--- config.mk ---
export PLATFORM = sky130hd
export DESIGN_NAME = mem_arbiter
export DESIGN_NICKNAME = d
export VERILOG_FILES = /design/src/rtl/mem_arb_pkg.sv /design/src/rtl/arb_rr2.sv /design/src/rtl/mem_arbiter.sv
export SDC_FILE = /design/constraint.sdc
export NUM_CORES = 1
export LEC_CHECK = 0
export ABC_AREA = 1
export BUFFER_PORTS_ARGS = -buffer_cell sky130_fd_sc_hd__clkbuf_2
export CORE_AREA = 2 2 288 290
export DETAILED_ROUTE_END_ITERATION = 12
export DIE_AREA = 0 0 290 292
export MAX_ROUTING_LAYER = met4
export SYNTH_ARGS = -nofsm -noshare
export SYNTH_HDL_FRONTEND = slang
export SYNTH_SLANG_ARGS = --single-unit
--- constraint.sdc ---
create_clock -name clk -period 3.6 [get_ports clk]
set_clock_uncertainty 0.1 [all_clocks]
set_input_delay 0.36 -clock clk [delete_from_list [all_inputs] [get_ports clk]]
set_output_delay 0.36 -clock clk [all_outputs]
set_load 0.005 [all_outputs]
--- src/rtl/mem_arb_pkg.sv ---
// Shared constants for the two-client memory arbiter and its round-robin picker.
package mem_arb_pkg;

    localparam int DEFAULT_ADDR_W = 28;
    localparam int DEFAULT_LINE_W = 128;

    typedef logic [1:0] arbState_t;

    localparam arbState_t IDLE   = 2'd0;
    localparam arbState_t I_BUSY = 2'd1;
    localparam arbState_t D_BUSY = 2'd2;

    localparam logic GRANT_I = 1'b0;
    localparam logic GRANT_D = 1'b1;

endpackage

--- src/rtl/arb_rr2.sv ---
// Two-input round-robin picker: on a tie, the client that was not granted last wins.
module arb_rr2
    import mem_arb_pkg::*;
(
    input  logic iReq_i,
    input  logic dReq_i,
    input  logic lastGrant_i,
    output logic grant_o
);

    // Pick the lone requester, or alternate against the previous winner on a tie
    always_comb begin
        grant_o = GRANT_I;
        if (iReq_i && dReq_i) begin
            grant_o = (lastGrant_i == GRANT_I) ? GRANT_D : GRANT_I;
        end else if (dReq_i) begin
            grant_o = GRANT_D;
        end
    end

endmodule

--- src/rtl/mem_arbiter.sv ---
// Merges icache fills and dcache fills/write-backs onto one registered memory port,
// one transaction in flight at a time, returning ready only to the granted client.
module mem_arbiter
    import mem_arb_pkg::*;
#(
    parameter int ADDR_W = DEFAULT_ADDR_W,
    parameter int LINE_W = DEFAULT_LINE_W,
    parameter int POLICY = 0
) (
    input  logic              clk,
    input  logic              proc_reset,
    input  logic              i_mem_read,
    input  logic [ADDR_W-1:0] i_mem_addr,
    output logic [LINE_W-1:0] i_mem_rdata,
    output logic              i_mem_ready,
    input  logic              d_mem_read,
    input  logic              d_mem_write,
    input  logic [ADDR_W-1:0] d_mem_addr,
    input  logic [LINE_W-1:0] d_mem_wdata,
    output logic [LINE_W-1:0] d_mem_rdata,
    output logic              d_mem_ready,
    output logic              mem_read,
    output logic              mem_write,
    output logic [ADDR_W-1:0] mem_addr,
    output logic [LINE_W-1:0] mem_wdata,
    input  logic [LINE_W-1:0] mem_rdata,
    input  logic              mem_ready
`ifdef DEBUG_STAT
    ,
    output logic [31:0]       i_grant_count,
    output logic [31:0]       d_grant_count,
    output logic [31:0]       conflict_cycles
`endif
);

    arbState_t         state_q, state_d;
    logic              lastGrant_q, lastGrant_d;
    logic              memRead_q, memRead_d;
    logic              memWrite_q, memWrite_d;
    logic [ADDR_W-1:0] memAddr_q, memAddr_d;
    logic [LINE_W-1:0] memWdata_q, memWdata_d;

    logic iReq;
    logic dReq;
    logic rrGrant;
    logic winner;
    logic grantNow;

    assign iReq     = i_mem_read;
    assign dReq     = d_mem_read | d_mem_write;
    assign grantNow = (state_q == IDLE) && (iReq || dReq);

    arb_rr2 u_rr (
        .iReq_i      (iReq),
        .dReq_i      (dReq),
        .lastGrant_i (lastGrant_q),
        .grant_o     (rrGrant)
    );

    // Fixed-priority mode lets icache win any tie; otherwise defer to the round-robin pick
    always_comb begin
        winner = rrGrant;
        if (POLICY == 1) begin
            winner = iReq ? GRANT_I : GRANT_D;
        end
    end

    // Next-state: grant from IDLE and latch the winner's request, then hold until memory completes
    always_comb begin
        state_d     = state_q;
        lastGrant_d = lastGrant_q;
        memRead_d   = memRead_q;
        memWrite_d  = memWrite_q;
        memAddr_d   = memAddr_q;
        memWdata_d  = memWdata_q;
        case (state_q)
            IDLE: begin
                if (grantNow) begin
                    lastGrant_d = winner;
                    if (winner == GRANT_I) begin
                        state_d    = I_BUSY;
                        memRead_d  = 1'b1;
                        memWrite_d = 1'b0;
                        memAddr_d  = i_mem_addr;
                    end else begin
                        state_d    = D_BUSY;
                        memWrite_d = d_mem_write;
                        memRead_d  = ~d_mem_write;
                        memAddr_d  = d_mem_addr;
                        memWdata_d = d_mem_wdata;
                    end
                end
            end
            I_BUSY, D_BUSY: begin
                if (mem_ready) begin
                    state_d    = IDLE;
                    memRead_d  = 1'b0;
                    memWrite_d = 1'b0;
                end
            end
            default: begin
                state_d    = IDLE;
                memRead_d  = 1'b0;
                memWrite_d = 1'b0;
            end
        endcase
    end

    // State and memory-port registers; reset also aborts any transaction in flight
    always_ff @(posedge clk) begin
        if (proc_reset) begin
            state_q     <= IDLE;
            lastGrant_q <= GRANT_D;
            memRead_q   <= 1'b0;
            memWrite_q  <= 1'b0;
            memAddr_q   <= '0;
            memWdata_q  <= '0;
        end else begin
            state_q     <= state_d;
            lastGrant_q <= lastGrant_d;
            memRead_q   <= memRead_d;
            memWrite_q  <= memWrite_d;
            memAddr_q   <= memAddr_d;
            memWdata_q  <= memWdata_d;
        end
    end

    assign mem_read    = memRead_q;
    assign mem_write   = memWrite_q;
    assign mem_addr    = memAddr_q;
    assign mem_wdata   = memWdata_q;
    assign i_mem_rdata = mem_rdata;
    assign d_mem_rdata = mem_rdata;
    assign i_mem_ready = (state_q == I_BUSY) && mem_ready && !proc_reset;
    assign d_mem_ready = (state_q == D_BUSY) && mem_ready && !proc_reset;

`ifdef DEBUG_STAT
    logic [31:0] iGrantCount_q;
    logic [31:0] dGrantCount_q;
    logic [31:0] conflictCycles_q;

    // Debug statistics: grants per client and cycles where both clients contend
    always_ff @(posedge clk) begin
        if (proc_reset) begin
            iGrantCount_q    <= '0;
            dGrantCount_q    <= '0;
            conflictCycles_q <= '0;
        end else begin
            if (grantNow && (winner == GRANT_I)) begin
                iGrantCount_q <= iGrantCount_q + 32'd1;
            end
            if (grantNow && (winner == GRANT_D)) begin
                dGrantCount_q <= dGrantCount_q + 32'd1;
            end
            if (iReq && dReq) begin
                conflictCycles_q <= conflictCycles_q + 32'd1;
            end
        end
    end

    assign i_grant_count   = iGrantCount_q;
    assign d_grant_count   = dGrantCount_q;
    assign conflict_cycles = conflictCycles_q;
`endif

endmodule
# [After elaboration in Yosys (flattened, before gate mapping)]
# Index checks and enable logic that the tools add are counted.
[word_totals] reg_bits=161 output_inout_bits=416 wordCells=40
[op_classes] n_eq_ne=4 muxes=15 bitwise=2 n_reduce_logical=13
[op_table] operator="$mux W28" count=1
[op_table] operator="$mux W1" count=8
[op_table] operator="$logic_and A1 B1 Y1" count=6
[op_table] operator="$mux W2" count=3
[op_table] operator="$ne A2 B2 Y1 const B" count=2
[op_table] operator="$pmux W1 S2" count=2
[op_table] operator="$pmux W2 S2" count=1
[op_table] operator="$reduce_and A2 Y1" count=2
[op_table] operator="$reduce_and A3 Y1" count=1
[op_table] operator="$eq A2 B1 Y1 const B" count=1
[op_table] operator="$eq A2 B2 Y1 const B" count=1
[op_table] operator="$logic_not A2 Y1" count=1
[op_table] operator="$reduce_or A2 Y1" count=1
[op_table] operator="$logic_not A1 Y1" count=1
[op_table] operator="$logic_or A1 B1 Y1" count=1
[op_table] operator="$not A1 Y1" count=1
[op_table] operator="$or A1 B1 Y1" count=1

# [Logic depth before layout (Yosys ltp)]
[logic_depth] word_depth=6 ltp_mapped=9 depth_no_buf=7

# [Hierarchy]
# Synthesis repeated with hierarchy kept, for this count alone.
[hier_totals] hier_cells=1330 hier_area_um2=8872.3
[by_module_without_submodules] module="mem_arbiter" instances=1 cells_per_inst=1328 area_per_inst_um2=8859.7 seq_area_each_um2=3223.1
[by_module_without_submodules] module="arb_rr2" instances=1 cells_per_inst=2 area_per_inst_um2=12.5 seq_area_each_um2=0.0

# [Worst setup path before layout]
# OpenSTA, ideal clock, no wires.
[synth_timing] kind="register to register" startpoint="register state_q[0]" endpoint="register memAddr_q[10] (netlist: mem_addr[10])" setup_ns=0.116 t_arrival_ns=1.255 required_time_ns=3.384 slack_ns=2.129 stages_incl_launch_ff=10 period_less_slack_ns=1.471 path_cell_list="dfxtp_1 > inv_1 > ha_1 > inv_2 > a21oi_2 > buf_4 > buf_4 > nand2_1 > nor2_1 > nor2_1"
[synth_between] elab_chain_cells=3
[synth_rtl] element="start: declaration" line="mem_arbiter.sv:36" text="arbState_t state_q, state_d;"
[synth_rtl] element="start signal: assignment" line="mem_arbiter.sv:119" text="state_q <= state_d;"
[synth_rtl] element="$logic_not A2 Y1 (*)" line="mem_arbiter.sv:51, mem_arbiter.sv:76"
[synth_rtl] element="$logic_and A1 B1 Y1" line="mem_arbiter.sv:51" text="assign grantNow = (state_q == IDLE) && (iReq || dReq);"
[synth_rtl] element="$reduce_and A2 Y1 (no source line) (*)"
[synth_rtl] element="end signal: assignment" line="mem_arbiter.sv:123" text="memAddr_q <= memAddr_d;"
[synth_rtl] element="end: declaration" line="mem_arbiter.sv:40" text="logic [ADDR_W-1:0] memAddr_q, memAddr_d;"
# Mark *: on every way between the ends. The rest lies on a longest branch, timed or not.
# A chain may end at the register's enable or synchronous reset.

# [Worst setup path in the final report]
[layout_timing] startpoint="register state_q[0]" endpoint="register memWdata_q[84] (netlist: mem_wdata[84])"
[layout_between] elab_chain_cells=3
[layout_rtl] element="$logic_not A2 Y1 (*)" line="mem_arbiter.sv:51, mem_arbiter.sv:76"
[layout_rtl] element="$logic_and A1 B1 Y1" line="mem_arbiter.sv:51"
[layout_rtl] element="$reduce_and A3 Y1 (no source line) (*)"
[layout_rtl] element="end signal: assignment" line="mem_arbiter.sv:124" text="memWdata_q <= memWdata_d;"
[layout_rtl] element="end: declaration" line="mem_arbiter.sv:41" text="logic [LINE_W-1:0] memWdata_q, memWdata_d;"
# Marked as above.

==> impl_metrics.toml <==
[floorplanning]
start_util = 0.0986
die_y_um = 292
io_pins = 734
die_w_um = 290
rows = 105
coreArea_mm2 = 0.0816
die_area_mm2 = 0.0847

[critical_path]
crit_path_start_kind = "register"
reg2reg_depth = 7
cp_slowest_stage_delay_ns = 0.36
setup.worst_path.start = "state_q[0]$_SDFFE_PP0P_"
cp-endpoint = "mem_wdata[84]$_SDFFE_PP0P_"
reg2reg_to = "mem_wdata[84]$_SDFFE_PP0P_"
worstPathArrival_ns = 2.33
crit_type = "reg -> reg"
cp-end-kind = "register"
r2r_slack_ns = 1.56
cp_slowest_cell = "buf_12"
crit_required_ns = 3.90
cp_cell_sequence = "inv_1 -> ha_1 -> nand3_4 -> inv_4 -> buf_12 -> nand2_1 -> a21oi_1"
r2r_start = "state_q[0]$_SDFFE_PP0P_"
crit_path_max_fanout = 120

[detailed_routing]
vias_per_cell = 3.11
first_iter_violations = 295
wl_met1_um = 15200
post-route-drc-count = 0
wl_met2_um = 17800
drtAntennaViolNets = 0
drt_first_pass_iters = 6
routedWlPerCell_um = 16.9
vias = 7325
wirelength_um = 39800
top_layer_used = "met4"
wl_met3_um = 4940

[outcome]
status = "completed"

[timing]
finalSetupViolations = 0
relSlewSlack = 0.290
timing.final.crit_share = 0.565
slew_viol_final = 0
setup-tns-final_ns = 0
fmax_mhz = 491
rsz0062_at_grt = "false"
hold_violations = 0
fin_crit_ns = 2.04
tightest_slew_ns = 1.06
hold_ws_ns = 0.0419

[placed_design]
hpwl_um = 30300
io_buffers = 349
place_area_mm2 = 0.00898
gp_congestion = 0.764

[power]
ir_drop_v = 0.000345
p_per_area_mw_per_mm2 = 510
p_leak_uw = 0.00479

[global_route]
grt.overflow.total = 0
antenna_found_initial = 4
grt_usage = 0.0953
grt_first_pass_wirelength_um = 54900
grt_pass1_vias = 7143
grt_max_degree = 130

[clock_network]
cts_buffer_depth = 2
cts_made_buffers = 17
hold_buffers = 116
cts_sinks = 161
clkLatencyLatePin_ns = 0.49
cts.htree.levels = 4
post_cts_buffers = 0
cts-root-buf = "clkbuf_16"
post_cts_resized = 0
clk_pin_slew_ns = 0.07
cts_tree = "done"

[synth]
yosys.area.top_type = "dfxtp_1"
ys.flop_type = "dfxtp_1"
synth_area_per_cell_um2 = 7.34
synth_top_area_frac = 0.400
synth_edf_count = 0
synth.yosys.warnings = 0
synth_common_cells = "326 x nand2_1, 272 x buf_4, 161 x dfxtp_1"
ys_seq_area_frac = 0.400
ys_types = 19
synth_most_common_cell = "nand2_1"
syn_area_mm2 = 0.00805
synth-seq-cells = 161
syn-num-nets = 1418
synth_cells = 1097
ys_async_sr_fraction = 0
ys_top_cells_by_area = "dfxtp_1 40%, buf_4 25%, nand2_1 15%"

[final_layout]
design_area_mm2 = 0.0108
drive_above_1_share = 0.304
nets = 1593
syn_to_final_growth_pct = 33.8

[job]
max_cap_violations = 0

[hold_path]
hold_path.class = "in -> reg"
[report_power, final]
part | switching, uW | internal (uW)
sequential | 124 | 2020
combinational | 808 | 530
clock | 949 | 1060
[layout by cell type, fill, tap and decap left out]
| master | netlist | final |
|---|---|---|
| nand3_4 | 0 | 1 |
| clkinvlp_4 | 0 | 2 |
| ha_1 | 3 | 3 |
| o211ai_1 | 1 | 1 |
| a21oi_4 | 0 | 1 |
| clkbuf_16 | 0 | 17 |
| diode_2 | 0 | 3 |
| bufinv_16 | 0 | 2 |
| nand2_1 | 326 | 325 |
| dfxtp_1 | 161 | 161 |
| clkinv_8 | 0 | 2 |
| dlygate4sd3_1 | 0 | 116 |
| inv_8 | 0 | 5 |
| nor2_1 | 88 | 88 |
| nand3_1 | 2 | 2 |
| o21ai_0 | 27 | 27 |
| buf_4 | 272 | 4 |
| clkinv_2 | 0 | 1 |
| inv_6 | 0 | 3 |
| o21ai_1 | 1 | 1 |
| inv_2 | 2 | 1 |
| nand2_2 | 0 | 1 |
| buf_12 | 0 | 2 |
| clkbuf_2 | 0 | 348 |
| inv_4 | 0 | 1 |
| inv_1 | 36 | 36 |
| nand4_1 | 2 | 2 |
| a21oi_1 | 132 | 132 |
[logic make-up (layout without fill, tap and decap cells)]
group                    after synthesis  after routing  share of synthesized area
buffers and inverters                352            540                      0.296
AND/OR/NAND/NOR                      419            419                      0.197
other                                  0              3                          0
adder cells (fa/ha/maj)                3              3                    0.00466
AO/OA/AOI/OAI                        162            162                      0.102
flip-flops                           161            161                      0.400
[final cells by class]
cell class	instances	area, um^2
Fill cell	9390	70800
Sequential cell	161	3220
Timing Repair Buffer	470	2970
Multi-Input combinational cell	584	2460
Tap cell	1070	1340
Clock buffer	17	425
Clock inverter	15	195
Inverter	38	145
Antenna cell	3	7.51
[registers in the layout (all words and copies together) (netlist names)]
signal	count
mem_addr	28
mem_read	1
mem_wdata	128
lastGrant_q	1
state_q	2
mem_write	1
[worst max-delay path: cells and delay by family, from the launching register on]
kind,cells,cell delay (ns)
and+or+nand+nor,2,0.28
adders and majority gates,1,0.29
buffers and inverters,3,0.57
AOI/OAI and AO/OA,1,0.21
DFF,1,0.32
[stage by stage]
stage / total power [uW] / utilization / cells / setup WS (ns)
final: 5490 / 0.132 / 2358 / 1.56
after global routing: 5870 / 0.132 / 2358 / 1.42
after CTS: 5670 / 0.132 / 2355 / 1.60
after detailed placement: 3440 / 0.110 / 2207 / 1.59
after global placement: 3430 / 0.110 / 2207 / 1.62
after floorplan: 3070 / - / 1097 / 2.13
[per-layer routing]
metal | track usage | vias to the layer above
met5 | - | -
met4 | 0.0554 | 0
met3 | 0.0561 | 125
met2 | 0.142 | 468
met1 | 0.0968 | 3230
li1 | - | 3502
[worst min path at each step]
stage                          startpoint                          end  slack, ns  cells after the start
6_report                   d_mem_wdata[0]    mem_wdata[0]$_SDFFE_PP0P_       0.04                      3
5_1_grt                  d_mem_wdata[109]  mem_wdata[109]$_SDFFE_PP0P_       0.02                      3
4_1_cts                    d_mem_wdata[9]    mem_wdata[9]$_SDFFE_PP0P_     0.0002                      3
3_5_place_dp   mem_wdata[42]$_SDFFE_PP0P_   mem_wdata[42]$_SDFFE_PP0P_       0.35                      2
3_3_place_gp   mem_wdata[39]$_SDFFE_PP0P_   mem_wdata[39]$_SDFFE_PP0P_       0.35                      2
2_1_floorplan      mem_write$_SDFFE_PP0P_       mem_write$_SDFFE_PP0P_       0.36                      2
Power figures use the tool's default switching activity.
